==> src/rtl/clint_pkg.sv <==
// Shared clint types: initiator FSM states, AXI response codes and the
// AXI-Lite request/response channel structs used by axi_lite_initiator.
package clint_pkg;

  localparam int unsigned AXI_LITE_ADDR_W = 64;
  localparam int unsigned AXI_LITE_DATA_W = 64;
  localparam int unsigned AXI_LITE_ID_W   = 10;
  localparam int unsigned AXI_LITE_STRB_W = AXI_LITE_DATA_W / 8;

  localparam logic [1:0] RESP_OKAY   = 2'b00;
  localparam logic [1:0] RESP_SLVERR = 2'b10;

  typedef enum logic [2:0] {
    IDLE,
    WRITE,
    WRITE_B,
    READ_A,
    READ_R
  } state_e;

  typedef struct packed {
    logic [AXI_LITE_ID_W-1:0]   id;
    logic [AXI_LITE_ADDR_W-1:0] addr;
    logic [2:0]                 prot;
  } axi_lite_ax_t;

  typedef struct packed {
    logic [AXI_LITE_DATA_W-1:0] data;
    logic [AXI_LITE_STRB_W-1:0] strb;
  } axi_lite_w_t;

  typedef struct packed {
    logic [AXI_LITE_ID_W-1:0] id;
    logic [1:0]               resp;
  } axi_lite_b_t;

  typedef struct packed {
    logic [AXI_LITE_ID_W-1:0]   id;
    logic [AXI_LITE_DATA_W-1:0] data;
    logic [1:0]                 resp;
  } axi_lite_r_t;

  typedef struct packed {
    axi_lite_ax_t aw;
    logic         aw_valid;
    axi_lite_w_t  w;
    logic         w_valid;
    logic         b_ready;
    axi_lite_ax_t ar;
    logic         ar_valid;
    logic         r_ready;
  } axi_lite_req_t;

  typedef struct packed {
    logic        aw_ready;
    logic        ar_ready;
    logic        w_ready;
    logic        b_valid;
    axi_lite_b_t b;
    logic        r_valid;
    axi_lite_r_t r;
  } axi_lite_resp_t;

endpackage

==> src/rtl/axi_lite_initiator.sv <==
// Converts a req/gnt/rvalid local port into single-outstanding AXI-Lite transactions.
// Define AXI_LITE_INITIATOR_RSP_REG_EN to register the completion outputs.
module axi_lite_initiator
  import clint_pkg::*;
#(
  parameter int unsigned AXI_ADDR_WIDTH = 64,
  parameter int unsigned AXI_DATA_WIDTH = 64,
  parameter int unsigned AXI_ID_WIDTH   = 10,
  parameter type         axi_req_t      = axi_lite_req_t,
  parameter type         axi_resp_t     = axi_lite_resp_t
) (
  input  logic                        clk_i,
  input  logic                        rst_i,
  input  logic                        req_i,
  input  logic                        we_i,
  input  logic [AXI_ADDR_WIDTH-1:0]   addr_i,
  input  logic [AXI_DATA_WIDTH-1:0]   wdata_i,
  input  logic [AXI_DATA_WIDTH/8-1:0] be_i,
  output logic                        gnt_o,
  output logic                        rvalid_o,
  output logic [AXI_DATA_WIDTH-1:0]   rdata_o,
  output logic                        err_o,
  output axi_req_t                    axi_req_o,
  input  axi_resp_t                   axi_resp_i
);

  state_e                      state_reg, state_next;
  logic                        aw_done_reg, aw_done_next;
  logic                        w_done_reg, w_done_next;
  logic [AXI_ADDR_WIDTH-1:0]   addr_reg;
  logic [AXI_DATA_WIDTH-1:0]   wdata_reg;
  logic [AXI_DATA_WIDTH/8-1:0] be_reg;
  logic                        latch_en;
  logic                        cpl_valid;
  logic                        cpl_err;
  logic [AXI_DATA_WIDTH-1:0]   cpl_data;
  logic                        unused_resp;

  // Response IDs and the low resp bit carry nothing for a single-ID initiator.
  assign unused_resp = ^{axi_resp_i.b.id, axi_resp_i.r.id,
                         axi_resp_i.b.resp[0], axi_resp_i.r.resp[0]};

  always_ff @(posedge clk_i) begin
    if (rst_i) begin
      state_reg   <= IDLE;
      aw_done_reg <= 1'b0;
      w_done_reg  <= 1'b0;
      addr_reg    <= '0;
      wdata_reg   <= '0;
      be_reg      <= '0;
    end else begin
      state_reg   <= state_next;
      aw_done_reg <= aw_done_next;
      w_done_reg  <= w_done_next;
      if (latch_en) begin
        addr_reg  <= addr_i;
        wdata_reg <= wdata_i;
        be_reg    <= be_i;
      end
    end
  end

  always_comb begin
    state_next   = state_reg;
    aw_done_next = aw_done_reg;
    w_done_next  = w_done_reg;
    latch_en     = 1'b0;
    gnt_o        = 1'b0;
    cpl_valid    = 1'b0;
    cpl_err      = 1'b0;
    cpl_data     = '0;
    axi_req_o    = '0;
    axi_req_o.aw.id = {AXI_ID_WIDTH{1'b0}};
    axi_req_o.ar.id = {AXI_ID_WIDTH{1'b0}};

    case (state_reg)
      IDLE: begin
        gnt_o = req_i;
        if (req_i) begin
          latch_en   = 1'b1;
          state_next = we_i ? WRITE : READ_A;
        end
      end
      WRITE: begin
        // Valids come only from the done flags, never from the readies.
        axi_req_o.aw_valid = !aw_done_reg;
        axi_req_o.w_valid  = !w_done_reg;
        axi_req_o.aw.addr  = addr_reg;
        axi_req_o.w.data   = wdata_reg;
        axi_req_o.w.strb   = be_reg;
        if (axi_req_o.aw_valid && axi_resp_i.aw_ready) aw_done_next = 1'b1;
        if (axi_req_o.w_valid && axi_resp_i.w_ready) w_done_next = 1'b1;
        if (aw_done_next && w_done_next) state_next = WRITE_B;
      end
      WRITE_B: begin
        axi_req_o.b_ready = 1'b1;
        if (axi_resp_i.b_valid) begin
          cpl_valid    = 1'b1;
          cpl_err      = axi_resp_i.b.resp[1];
          aw_done_next = 1'b0;
          w_done_next  = 1'b0;
          state_next   = IDLE;
        end
      end
      READ_A: begin
        axi_req_o.ar_valid = 1'b1;
        axi_req_o.ar.addr  = addr_reg;
        if (axi_resp_i.ar_ready) state_next = READ_R;
      end
      READ_R: begin
        axi_req_o.r_ready = 1'b1;
        if (axi_resp_i.r_valid) begin
          cpl_valid  = 1'b1;
          cpl_data   = axi_resp_i.r.data;
          cpl_err    = axi_resp_i.r.resp[1];
          state_next = IDLE;
        end
      end
      default: state_next = IDLE;
    endcase
  end

`ifdef AXI_LITE_INITIATOR_RSP_REG_EN
  logic                      rvalid_reg;
  logic                      err_reg;
  logic [AXI_DATA_WIDTH-1:0] rdata_reg;

  always_ff @(posedge clk_i) begin
    if (rst_i) begin
      rvalid_reg <= 1'b0;
      err_reg    <= 1'b0;
      rdata_reg  <= '0;
    end else begin
      rvalid_reg <= cpl_valid;
      err_reg    <= cpl_err;
      rdata_reg  <= cpl_data;
    end
  end

  assign rvalid_o = rvalid_reg;
  assign err_o    = err_reg;
  assign rdata_o  = rdata_reg;
`else
  assign rvalid_o = cpl_valid;
  assign err_o    = cpl_err;
  assign rdata_o  = cpl_data;
`endif

endmodule
==> config.mk <==
export PLATFORM = sky130hd
export DESIGN_NAME = axi_lite_initiator
export DESIGN_NICKNAME = d
export VERILOG_FILES = /design/src/rtl/clint_pkg.sv /design/src/rtl/axi_lite_initiator.sv
export SDC_FILE = /design/constraint.sdc
export NUM_CORES = 1
export LEC_CHECK = 0
export BUFFER_PORTS_ARGS = -buffer_cell sky130_fd_sc_hd__buf_2
export CORE_AREA = 2 2 208 210
export CTS_CLUSTER_SIZE = 16
export DETAILED_ROUTE_END_ITERATION = 10
export DIE_AREA = 0 0 210 212
export GPL_TIMING_DRIVEN = 0
export PLACE_DENSITY = 0.46
export SYNTH_ARGS = -nofsm -noshare
export SYNTH_HDL_FRONTEND = slang
export SYNTH_SLANG_ARGS = --single-unit
==> constraint.sdc <==
create_clock -name clk_i -period 1.7 [get_ports clk_i]
set_clock_uncertainty 0.1 [all_clocks]
set_input_delay 0.085 -clock clk_i [delete_from_list [all_inputs] [get_ports clk_i]]
set_output_delay 0.085 -clock clk_i [all_outputs]
set_load 0.01 [all_outputs]
==> flow_summary.toml <==
[timing]
final.setup.tns_ns = -99.15
setup_viol = 400
worstMarginPinSlew_ns = 0.8259
worst_slack_ns = -0.3839
fin_crit_sh = 1.226
post-route-min-period_ns = 2.084
rsz0062_at_grt = "yes"
slew_headroom = 0.4494
finalMaxSlewViolations = 0
finalHoldViolCount = 0
max_freq_mhz = 479.9

[critical_path]
critical_path.max_stage_delay_ns = 0.32
path_cells = "buf_6 > nor3b_4 > buf_6 > clkbuf_16 > clkbuf_16 > and2_1 > buf_2"
r2r-end = "wdata_reg[38]$_SDFFE_PP0P_"
reg2regPathDepth = 9
worst_path_max_delay_cell = "dfxtp_2"
cp_data_arrival_time_ns = 1.90
critPathKind = "flip-flop to primary output"
required_ns = 1.51
r2r_slack_ns = -0.27
critPathLaunchType = "flip-flop"
r2r-start = "state_reg[2]$_SDFFE_PP0P_"
crit_family = "buffers and inverters"
crit_path_end_kind = "primary output"
cp.depth = 7
worst-path-buf-inv = 5
crit_path_max_fanout = 9

[global_route]
grt_pass1_wl_mm = 56.20
grtUsageTotal = 0.1692
grt_max_degree = 17
overflow = 0
antenna_found_initial = 4
grt_pass1_vias = 9411

[run]
drv_cap = 0

[layout]
num-nets-final = 1932
multiInputGateArea_um2 = 4742
drive_gt1_frac = 0.5476
ff_latch_area_um2 = 2831
layout-area-overhead-vs-synth_pct = 127.7
fill_cells = 4243

[power_and_ir_drop]
total_power_mw = 12.19
p_per_area_nw_per_um2 = 746.6
power.leakage_nw = 7.544
ir_worst_vdd_uv = 683.1

[clocking]
clock-sinks = 141
cts_tree = "yes"
cts_max_level = 4
clkSlewWorstSetupHoldPaths_ns = 0.06
cts_buffers = 17
cts_buffer_depth = 2
insertion_delay_ns = 0.44
root_buffer = "clkbuf_16"

[worst_hold_path]
hold_depth = 4
hold_end = "state_reg[1]$_SDFFE_PP0P_"
hold_path_class = "input pin to flip-flop"
min-delay-start = "axi_resp_i[76]"

[yosys]
yosysMostFrequentCell = "nand2_1"
netlist_area_um2 = 7168
netlist_instances = 970
yosys.area.top_type_share = 0.3938
avgSynthCellArea_um2 = 7.390
ys.flop_type = "dfxtp_1"
yosysSeqAreaShare = 0.3938
yosysWarnings = 0
synthArstFlopShare = 0
yosys-top-cells-count = "nand2_1 (267), dfxtp_1 (141), and2_1 (137)"
synthTopCellsByArea = "dfxtp_1 (39%), nand2_1 (14%), and2_1 (12%)"
ys_types = 31
synth-seq-cells = 141
yosys.area.top_type = "dfxtp_1"
synth_edf_count = 0

[route]
num_vias = 9541
dr.pass1.iters = 5
wire_per_inst_um = 18.62
vias_per_cell = 4.220
wirelength_mm = 42.11
first_iter_violations = 407
ant_nets = 0
drc = 0

[floorplanning]
initial_core_util = 0.1686
die_h_um = 212
die_area_um2 = 44520
die_x_um = 210
io_pins = 531
rows = 76
core_um2 = 42510

[placement]
finalWeightedCongestion = 0.7995
place_hpwl_mm = 28.67
portBuffers = 481

[run_status]
status = "finished with violations"
violations = "negative setup slack"
how the worst max path moves through the flow:
stage	startpoint	endpoint	slack [ns]
after global routing	state_reg[2]$_SDFFE_PP0P_	axi_req_o[159]	-0.46
after detailed placement	state_reg[1]$_SDFFE_PP0P_	axi_req_o[1]	-1.13
after global placement	state_reg[1]$_SDFFE_PP0P_	axi_req_o[1]	-1.25
after CTS	state_reg[1]$_SDFFE_PP0P_	axi_req_o[159]	-0.40
final	state_reg[2]$_SDFFE_PP0P_	axi_req_o[112]	-0.38
after floorplan	state_reg[1]$_SDFFE_PP0P_	addr_reg[24]$_SDFFE_PP0P_	-0.004
kinds of logic (layout without fill, tap and decap cells):
family | Yosys count | count (layout) | synth area share
simple gates | 560 | 560 | 0.3945
flops | 141 | 141 | 0.3938
buf+inv | 122 | 838 | 0.1005
compound gates | 145 | 145 | 0.1093
mux | 1 | 1 | 0.001396
other cells | 1 | 30 | 0.0005231
repair_timing:
item                                   CTS  global route
endpoints found under the hold margin  141             0
setup endpoints to repair              413           407
buffers inserted                        23            12
hold buffers                           142             0
gates cloned                            17            16
gates resized for setup                474           267
pin swaps                              114            63
power by group:
part,internal (mW),total [mW],switching [mW]
logic,2.20,4.16,1.96
registers,3.61,3.83,0.219
clock network,2.67,4.20,1.53
layout by cell type, fill, tap and decap left out, drive strengths merged, types with 2 or more instances in the layout:
cell	Yosys	layout
nand2	276	276
a22oi	2	2
dfxtp	141	141
conb	1	26
nand2b	2	2
bufinv	0	5
nor3b	2	2
diode	0	4
clkbuf	67	95
buf	52	587
nor2	9	9
clkinv	0	5
dlygate4sd3	0	142
inv	3	3
and2	137	137
a21oi	137	137
and3	128	128
per-layer routing:
| layer | up-vias | part of all wire | global-route usage | wire, µm |
|---|---|---|---|---|
| li1 | 4571 | - | - | - |
| met1 | 4527 | 0.40 | 0.1915 | 16920 |
| met2 | 378 | 0.51 | 0.2997 | 21370 |
| met3 | 65 | 0.055 | 0.03959 | 2304 |
| met4 | 0 | 0.036 | 0.08217 | 1523 |
| met5 | - | 0 | 0 | 0 |
area by class of cell:
cell class / count / share of cell area
Timing Repair Buffer: 689 / 0.3730
Multi-Input combinational cell: 732 / 0.2905
Sequential cell: 141 / 0.1735
Buffer: 115 / 0.08010
Tap cell: 546 / 0.04185
Clock buffer: 20 / 0.02798
Clock inverter: 11 / 0.01165
Inverter: 3 / 0.0008432
Antenna cell: 4 / 0.0006132
worst reg2reg max path, cell delays in order, from the launching register on:
cell,delay (ns)
dfxtp_2,0.32
buf_6,0.13
or4b_4,0.52
inv_4,0.08
buf_12,0.12
buf_12,0.10
clkbuf_16,0.18
buf_6,0.15
nand2_1,0.08
a21oi_1,0.12
per-stage QoR:
stage	hold slack (ns)	area, µm²	setup WS, ns	instances	util
after floorplan	0.1119	7268	-0.004070	995	-
after global placement	0.2266	10360	-1.253	2022	0.2437
after detailed placement	0.2319	10360	-1.135	2022	0.2437
after CTS	0.03808	14840	-0.4024	2235	0.3491
after global routing	0.08182	16320	-0.4621	2261	0.3840
final	0.07452	16320	-0.3839	2261	0.3840
Note: power is estimated with default switching activity, not from simulation.
